--- src/rtl/rf_scoreboard_if.sv ---
// rf_scoreboard_if: decode-issue / writeback / flush bundle for the RAW hazard scoreboard.
interface rf_scoreboard_if;
   logic       issue_valid;
   logic       issue_write;
   logic [2:0] issue_dst;
   logic       src1_use;
   logic       src2_use;
   logic [2:0] src1_sel;
   logic [2:0] src2_sel;
   logic       wb_write;
   logic [2:0] wb_sel;
   logic       flush;
   logic       stall;
   logic [7:0] pending;
   logic       err;
   modport master (
      output issue_valid, issue_write, issue_dst, src1_use, src2_use, src1_sel, src2_sel,
             wb_write, wb_sel, flush,
      input  stall, pending, err
   );
   modport slave (
      input  issue_valid, issue_write, issue_dst, src1_use, src2_use, src1_sel, src2_sel,
             wb_write, wb_sel, flush,
      output stall, pending, err
   );
endinterface

--- src/rtl/rf_scoreboard.sv ---
// rf_scoreboard: per-register in-flight write counters that stall issue on RAW hazards.
module rf_scoreboard (
   input logic          clk,
   input logic          rst,
   rf_scoreboard_if.slave sb
);
   logic [1:0] count [8];
   logic [1:0] eff   [8];
   logic [1:0] nxt   [8];
   logic [7:0] ret;
   logic [7:0] pend_d;
   logic [7:0] pend_q;
   logic       stall_c;
   logic       fire;
   // eff is the count after this cycle's writeback, which the register file bypass covers
   always_comb begin
      for (int r = 0; r < 8; r++) begin
         ret[r] = sb.wb_write && sb.wb_sel == 3'(r) && count[r] != 2'd0;
         eff[r] = count[r] - {1'b0, ret[r]};
      end
      stall_c = sb.issue_valid && !sb.flush &&
                ((sb.src1_use && eff[sb.src1_sel] != 2'd0) ||
                 (sb.src2_use && eff[sb.src2_sel] != 2'd0) ||
                 (sb.issue_write && eff[sb.issue_dst] == 2'd3));
      fire = sb.issue_valid && !stall_c && !sb.flush;
      for (int r = 0; r < 8; r++) begin
         nxt[r] = sb.flush ? 2'd0 :
                  count[r] + {1'b0, fire && sb.issue_write && sb.issue_dst == 3'(r)} - {1'b0, ret[r]};
         pend_d[r] = nxt[r] != 2'd0;
      end
   end
   always_ff @(posedge clk or posedge rst) begin
      if (rst) begin
         count  <= '{default: 2'd0};
         pend_q <= 8'h00;
      end else begin
         count  <= nxt;
         pend_q <= pend_d;
      end
   end
   assign sb.stall   = stall_c;
   assign sb.err     = sb.wb_write && count[sb.wb_sel] == 2'd0 && !sb.flush;
   assign sb.pending = pend_q;
endmodule

--- src/flat_wrapper.sv ---
// flat-port wrapper written by rule: the top's interface ports become plain ports
module rf_scoreboard_flat 
  (clk, rst, sb_issue_valid, sb_issue_write, sb_issue_dst, sb_src1_use, sb_src2_use, sb_src1_sel, sb_src2_sel, sb_wb_write, sb_wb_sel, sb_flush, sb_stall, sb_pending, sb_err);
  rf_scoreboard_if sb_i ();
  input logic clk;
  input logic rst;
  input wire logic [$bits(sb_i.issue_valid)-1:0] sb_issue_valid;
  input wire logic [$bits(sb_i.issue_write)-1:0] sb_issue_write;
  input wire logic [$bits(sb_i.issue_dst)-1:0] sb_issue_dst;
  input wire logic [$bits(sb_i.src1_use)-1:0] sb_src1_use;
  input wire logic [$bits(sb_i.src2_use)-1:0] sb_src2_use;
  input wire logic [$bits(sb_i.src1_sel)-1:0] sb_src1_sel;
  input wire logic [$bits(sb_i.src2_sel)-1:0] sb_src2_sel;
  input wire logic [$bits(sb_i.wb_write)-1:0] sb_wb_write;
  input wire logic [$bits(sb_i.wb_sel)-1:0] sb_wb_sel;
  input wire logic [$bits(sb_i.flush)-1:0] sb_flush;
  output wire logic [$bits(sb_i.stall)-1:0] sb_stall;
  output wire logic [$bits(sb_i.pending)-1:0] sb_pending;
  output wire logic [$bits(sb_i.err)-1:0] sb_err;
  assign sb_i.issue_valid = sb_issue_valid;
  assign sb_i.issue_write = sb_issue_write;
  assign sb_i.issue_dst = sb_issue_dst;
  assign sb_i.src1_use = sb_src1_use;
  assign sb_i.src2_use = sb_src2_use;
  assign sb_i.src1_sel = sb_src1_sel;
  assign sb_i.src2_sel = sb_src2_sel;
  assign sb_i.wb_write = sb_wb_write;
  assign sb_i.wb_sel = sb_wb_sel;
  assign sb_i.flush = sb_flush;
  assign sb_stall = sb_i.stall;
  assign sb_pending = sb_i.pending;
  assign sb_err = sb_i.err;
  rf_scoreboard u_core (.clk(clk), .rst(rst), .sb(sb_i));
endmodule
--- config.mk ---
export PLATFORM = sky130hd
export DESIGN_NAME = rf_scoreboard_flat
export DESIGN_NICKNAME = d
export VERILOG_FILES = /design/src/rtl/rf_scoreboard_if.sv /design/src/rtl/rf_scoreboard.sv /design/src/flat_wrapper.sv
export SDC_FILE = /design/constraint.sdc
export NUM_CORES = 1
export LEC_CHECK = 0
export ABC_AREA = 1
export CAP_MARGIN = 25
export CORE_MARGIN = 3
export CORE_UTILIZATION = 50
export CTS_CLUSTER_SIZE = 14
export DETAILED_ROUTE_END_ITERATION = 8
export PLACE_DENSITY = 0.73
export SYNTH_ARGS = -nofsm -noshare
export SYNTH_HDL_FRONTEND = slang
export SYNTH_SLANG_ARGS = --single-unit
export TNS_END_PERCENT = 5
--- constraint.sdc ---
create_clock -name clk -period 2.9 [get_ports clk]
set_input_delay 0.29 -clock clk [delete_from_list [all_inputs] [get_ports clk]]
set_output_delay 0.29 -clock clk [all_outputs]
set_load 0.02 [all_outputs]
---- Word-level counts from Yosys, hierarchy flattened ----
Index checks and enable logic that the tools add are counted.
operators by class
  eq/ne operators ......................... 15
  reduce and logical (&&, ||, !) cells .... 59
  bitwise operators ....................... 4
  add/subtract/negate cells ............... 24
  magnitude comparators ................... 4
  multiplexer cells ....................... 20
operators by type and width
  kind                                                                   number
  2-bit nonzero test                                                     18
  1-bit logical AND                                                      34
  2-bit two-way mux                                                      16
  2-bit by 1-bit subtractor with 2-bit output                            16
  2-bit binary-select mux with 3-bit select                              4
  3-bit equality test, second input constant                             8
  2-bit by 1-bit adder with 2-bit output                                 8
  4-bit greater-or-equal comparator, second input constant               4
  3-bit inverter with 4-bit output                                       4
  3-bit by 2-bit equality test with 1-bit output, second input constant  4
  3-bit by 1-bit equality test with 1-bit output, second input constant  2
  3-bit logical NOT                                                      2
  2-bit equality test, second input constant                             1
  1-bit logical NOT                                                      2
  2-bit logical NOT                                                      1
  1-bit logical OR                                                       2
storage, ports and cells
  logic and storage cells ................. 135
  register bits ........................... 24
  input port bits ......................... 20
  output and inout bits ................... 10

---- Logic depth before layout (Yosys ltp) ----
Gate-level depths: netlist (run 1).
  depth after elaboration ................. 21
  depth in mapped cells ................... 21
  mapped depth without buffers ............ 21

---- Worst setup path before layout (run 1) ----
OpenSTA, ideal clock, no wires.
  path type ............................... flip-flop to flip-flop
  start ................................... reg u_core.count[9] (netlist name)
  end ..................................... reg u_core.pend_q[1] (netlist: u_core.sb.pending[1])
  stages on the path, launching flop included .. 16
  data arrival time ....................... 2.051 ns
  library setup time ...................... 0.133 ns
  buffers on the path ..................... 0
  period minus slack after synthesis ...... 2.184 ns
  required time ........................... 2.767 ns
  slack ................................... 0.716 ns
  cell sequence ........................... dfrtp_1 o21ai_0 nor2_1 ha_1 nand2_1 nand3b_1 nand2_1 nand2_1 nand2_1 nand2_1 nand3_1 nand4_4 nor2_1 ha_1 inv_1 o22ai_1
on the way
  longest elaborated chain between the ends .. 20
  elaborated cells on any way between the ends .. 30
  those cells by class .................... add/sub: 3; eq/ne: 1; mux: 10; reduce/logical: 16
RTL lines
  what                                                                 line                                      RTL
  from (decl)                                                          rf_scoreboard.sv:7                        logic [1:0] count [8];
  from (signal assigned)                                               rf_scoreboard.sv:37                       count <= nxt;
  2-bit nonzero test                                                   rf_scoreboard.sv:18                       ret[r] = sb.wb_write && sb.wb_sel == 3'(r) && count[r] != 2'd0;
  1-bit logical AND                                                    rf_scoreboard.sv:18
  2-bit by 1-bit subtractor with 2-bit output *                        rf_scoreboard.sv:19                       eff[r] = count[r] - {1'b0, ret[r]};
  2-bit binary-select mux with 3-bit select, on equally long branches  rf_scoreboard.sv:22, rf_scoreboard.sv:23
  2-bit two-way mux, on equally long branches (2 in series)            rf_scoreboard.sv:22, rf_scoreboard.sv:23
  2-bit nonzero test, on equally long branches                         rf_scoreboard.sv:22, rf_scoreboard.sv:23
  1-bit logical AND, on equally long branches                          rf_scoreboard.sv:22, rf_scoreboard.sv:23
  1-bit logical OR                                                     rf_scoreboard.sv:22                       ((sb.src1_use && eff[sb.src1_sel] != 2'd0) ||
  [... 2 more ...]                                                     --
  1-bit logical NOT *                                                  rf_scoreboard.sv:25                       fire = sb.issue_valid && !stall_c && !sb.flush;
  1-bit logical AND * (2 in series)                                    rf_scoreboard.sv:25
  1-bit logical AND * (2 in series)                                    rf_scoreboard.sv:28                       count[r] + {1'b0, fire && sb.issue_write && sb.issue_dst == 3'(r)} - {1'b0, ret[r]};
  2-bit by 1-bit adder with 2-bit output *                             rf_scoreboard.sv:28
  2-bit by 1-bit subtractor with 2-bit output *                        rf_scoreboard.sv:28
  2-bit two-way mux *                                                  rf_scoreboard.sv:27                       nxt[r] = sb.flush ? 2'd0 :
  2-bit nonzero test *                                                 rf_scoreboard.sv:29                       pend_d[r] = nxt[r] != 2'd0;
  via u_core.pend_d[1]                                                 rf_scoreboard.sv:11                       logic [7:0] pend_d;
  to (signal assigned)                                                 rf_scoreboard.sv:38                       pend_q <= pend_d;
  to (decl)                                                            rf_scoreboard.sv:12                       logic [7:0] pend_q;
The timed path passes the listed nets; every way through them passes the cells marked *. The select of a mux whose other input is x is not followed.

---- Worst setup path in the final report (run 1) ----
  start ................................... in sb_wb_sel[2]
  end ..................................... reg u_core.pend_q[2] (netlist: u_core.sb.pending[2])
on the way
  longest elaborated chain between the ends .. 21
  elaborated cells on any way between the ends .. 59
  those cells by class .................... add/sub: 10; eq/ne: 8; mux: 10; reduce/logical: 31
RTL lines
  what                                                                 line                                      RTL
  from (decl)                                                          flat_wrapper.sv:15                        input wire logic [$bits(sb_i.wb_sel)-1:0] sb_wb_sel;
  3-bit equality test, or another cell as far along                    rf_scoreboard.sv:18
  1-bit logical AND (2 in series)                                      rf_scoreboard.sv:18
  2-bit by 1-bit subtractor with 2-bit output                          rf_scoreboard.sv:19
  2-bit binary-select mux with 3-bit select, on equally long branches  rf_scoreboard.sv:22, rf_scoreboard.sv:23
  2-bit two-way mux, on equally long branches (2 in series)            rf_scoreboard.sv:22, rf_scoreboard.sv:23
  2-bit nonzero test, on equally long branches                         rf_scoreboard.sv:22, rf_scoreboard.sv:23
  1-bit logical AND, on equally long branches                          rf_scoreboard.sv:22, rf_scoreboard.sv:23
  1-bit logical OR                                                     rf_scoreboard.sv:22
  [... 2 more ...]                                                     --
  1-bit logical NOT                                                    rf_scoreboard.sv:25
  1-bit logical AND (2 in series)                                      rf_scoreboard.sv:25
  1-bit logical AND (2 in series)                                      rf_scoreboard.sv:28
  2-bit by 1-bit adder with 2-bit output                               rf_scoreboard.sv:28
  2-bit by 1-bit subtractor with 2-bit output *                        rf_scoreboard.sv:28
  2-bit two-way mux *                                                  rf_scoreboard.sv:27
  2-bit nonzero test *                                                 rf_scoreboard.sv:29
  via u_core.pend_d[2]                                                 rf_scoreboard.sv:11
Marks and branches as above.

==> impl_metrics.tcl, run 1 <==
set metrics [dict create \
    ys_seq_elements 24 \
    clk_latency_ns 0.27 \
    fin_crit_ns 2.69 \
    maxCapViolCount 0 \
    antenna_found_initial 0 \
    status "complete, no violations" \
    syn_inst 319 \
    synthFlopType "dfrtp_1" \
    dp_hpwl_um 4160 \
    yosys.area.top_type "dfrtp_1" \
    ctsHtreeMaxLevel 1 \
    area_growth_pct 30.8 \
    synth_async_sr_flop_share_pct 100 \
    critPathRequiredTime_ns 3.05 \
    seqPwrFrac_pct 49.6 \
    max_stage_delay_ns 0.52 \
    synthMuxAreaShare_pct 0 \
    netlist_top_cells_count "nand2_1, inv_1, nor2_1" \
    p_sw_share_pct 28.2 \
    finalHoldViolations 0 \
    startpoint "sb_wb_sel[2]" \
    firstDrtPassIters 4 \
    grt_use_total_pct 23.4 \
    synth_most_common_cell "nand2_1" \
    syn_area_um2 1970 \
    drt_iter0_markers 100 \
    num_vias 2057 \
    postRouteWirelength_um 5110 \
    ant_nets 0 \
    nets 414 \
    dpl-instance-area_um2 2520 \
    p_leak_nw 1.45 \
    yosysTopAreaCellShare_pct 30.4 \
    crit_path_end_kind "flip-flop" \
    place_congestion 0.945 \
    max_clock_freq_ghz 0.372 \
    dp_slack_ns -0.361 \
    die_x_um 68.8 \
    rows 22 \
    maxSlewViolCount 0 \
    worst-path-max-fanout 8 \
    final_core_util_pct 69.0 \
    chipHeight_um 68.8 \
    crit_path_end "u_core.sb.pending[2]$_DFF_PP0_" \
    power_frac_comb_pct 20.8 \
    arrival_ns 2.84 \
    crit_slowest_cell "clkdlybuf4s50_1" \
    grt_max_degree 25 \
    min_path_type "in2async" \
    numClockSinks 24 \
    syn_nets 355 \
    synth_edf_count 0 \
    clockPowerShare_pct 29.6 \
    ctsHoldBuffers 0 \
    critPathTopFamily "simple AND/OR/NAND/NOR gates" \
    r2r-start "u_core.count[9]$_DFF_PP0_" \
    synth-xor-area-share_pct 0.444 \
    vias_per_cell 4.85 \
    power_density_nw_per_um2 264 \
    setup_viol_count_final 0 \
    stdcell_area_um2 2580 \
    tritoncts "yes" \
    crit_type "in2reg" \
    core_area_um2 3740 \
    synth-compound-area-share_pct 6.08 \
    clockBufferDepth 2 \
    internal_power_mw 0.490 \
    vdd_drop_max_mv 0.190 \
    grt_pass1_vias 1908 \
    cts_inserted_buffers 3 \
    synthTopCellsByArea "dfrtp_1, nand2_1, inv_1, nor2_1, ha_1" \
    relSlewSlack_pct 40.0 \
    post_cts_buffers 0 \
    drc 0 \
    finalCritPeriodShare_pct 92.8 \
    setup_slack_ns 0.209 \
    worstMarginPinSlew_ns 0.899 \
    grt.overflow.total 0 \
    finClkSkew_ns 0.00653 \
    synth_cell_types 22 \
    avgRoutedWirePerCell_um 12.1 \
    path_cells "clkdlybuf4s50_1 > inv_1 > nand2_2 > nor2_1 > ha_1 > nand2_1 > nand3b_1 > nand2_1 > nand2_1 > nand2_1 > nand2_1 > nand3_1 > buf_4 > nand4_4 > nor2_2 > ha_1 > nand2_1 > nand2_1 > o22ai_1" \
    clock-root-buffer "clkbuf_8" \
    r2r_setup_slack_ns 0.27 \
    grt_pass1_wl_um 8310 \
    crit_top_cell "nand2_1" \
    start_util_pct 52.7 \
    drive_above_1_share_pct 12.0 \
    rsz0062_at_grt "no" \
    hold_ws_ns 0.516 \
    path_buf_inv 3 \
    io_buffer_count 29 \
    reg2reg_to "u_core.sb.pending[2]$_DFF_PP0_" \
    synth_fa_ha_area_share_pct 10.1 \
    dieArea_um2 4740 \
    clk_pin_slew_ns 0.09 \
    crit_cells 19 \
    yosys_warnings 0 \
    synthSimpleGateAreaFrac_pct 39.7 \
    synth_top_family_by_area "simple AND/OR/NAND/NOR gates" \
    n_antenna_cell 0 \
    worstRegToRegCells 17 \
    fill_cells 345 \
    num_io_pins 30 \
    ys_seq_area_share_pct 30.4 \
    cp-start-kind "primary input" \
    syn_avg_cell_area_um2 6.19 \
    power.switching_mw 0.192 \
]
==> worst register-to-register path: stages, from the launching register on <==
cell,delay [ns]
dfrtp_1,0.42
o21ai_0,0.25
nor2_1,0.07
ha_1,0.36
nand2_1,0.06
nand3b_1,0.15
nand2_1,0.06
nand2_1,0.05
nand2_1,0.08
nand2_1,0.05
nand3_1,0.09
buf_4,0.13
nand4_4,0.18
nor2_2,0.18
ha_1,0.17
nand2_1,0.06
nand2_1,0.08
o22ai_1,0.07
==> worst min-delay path by stage <==
stage                                      to  slack [ns]  cells past startpoint
2_1_floorplan       u_core.count[0]$_DFF_PP0_        0.30                      1
3_3_place_gp        u_core.count[1]$_DFF_PP0_        0.82                      5
3_5_place_dp        u_core.count[3]$_DFF_PP0_        0.84                      5
4_1_cts             u_core.count[2]$_DFF_PP0_        0.56                      2
5_1_grt        u_core.sb.pending[1]$_DFF_PP0_        0.61                      2
6_report            u_core.count[2]$_DFF_PP0_        0.52                      2
==> power groups by stage <==
| stage | Clock, mW | Combinational [mW] | Sequential [mW] |
|---|---|---|---|
| after CTS | 0.206 | 0.140 | 0.338 |
| after floorplan | 0 | 0.0704 | 0.346 |
| after global placement | 0 | 0.139 | 0.345 |
| after detailed placement | 0 | 0.140 | 0.345 |
| after global routing | 0.218 | 0.158 | 0.339 |
| final | 0.202 | 0.142 | 0.338 |
==> per-stage QoR <==
stage               power (mW)  std cells  TNS, ns
finish                   0.682        424        0
detailed placement       0.484        421    -5.40
global placement         0.484        421    -7.14
floorplan                0.417        319        0
CTS                      0.685        424        0
global route             0.715        424        0
==> routing by layer <==
| layer | share of wire (%) | track usage [%] | vias to the layer above |
|---|---|---|---|
| li1 | - | - | 1097 |
| met1 | 50 | 32.8 | 896 |
| met2 | 43 | 37.1 | 55 |
| met3 | 5.4 | 3.24 | 9 |
| met4 | 1.7 | 7.06 | 0 |
| met5 | 0 | 0 | - |
==> repair_timing <==
action,in CTS,in global routing
setup endpoints to repair,3,25
pin swaps,0,3
gates resized for setup,3,14
==> cell type report <==
class	count	area (um^2)	share of cell area, %
clock buffers	3	41.3	1.60
inverters	67	251	9.74
multi-input cells	226	1140	44.0
flip-flops and latches	24	601	23.3
well taps	48	60.1	2.33
repair buffers	56	493	19.1
==> cells by family after synthesis <==
kind of cell	count (synthesis)
AO/OA/AOI/OAI	22
XOR/XNOR	1
adder cells (fa/ha/maj)	16
buffers and inverters	69
flip-flops	24
AND/OR/NAND/NOR	187
==> placed cells by master (no fill, tap or decap), drive strengths merged <==
master          n
a21oi           4
and2            1
and3            1
buf            27
clkbuf          4
clkdlybuf4s50  26
clkinv          1
dfrtp          24
dlymetal6s2s    2
ha             16
inv            66
nand2          98
nand3          24
nand3b          2
nand4           5
nor2           56
o21ai          10
o22ai           8
xnor2           1
==> flip-flops by register name, summed over array words and instances, names as in the netlist <==
register / flops
u_core.count: 16
u_core.sb.pending: 8
No activity file was read; power rests on OpenSTA's default activity.
==> run 2: changes to the inputs <==
--- a/config.mk
+++ b/config.mk
@@ -9,7 +9,6 @@
 export CAP_MARGIN = 25
 export CORE_MARGIN = 3
 export CORE_UTILIZATION = 50
-export CTS_CLUSTER_SIZE = 14
 export DETAILED_ROUTE_END_ITERATION = 8
 export PLACE_DENSITY = 0.73
 export SYNTH_ARGS = -nofsm -noshare
==> results of run 2 <==
Same layout as run 1: the final DEF is identical, and so are final timing and power.
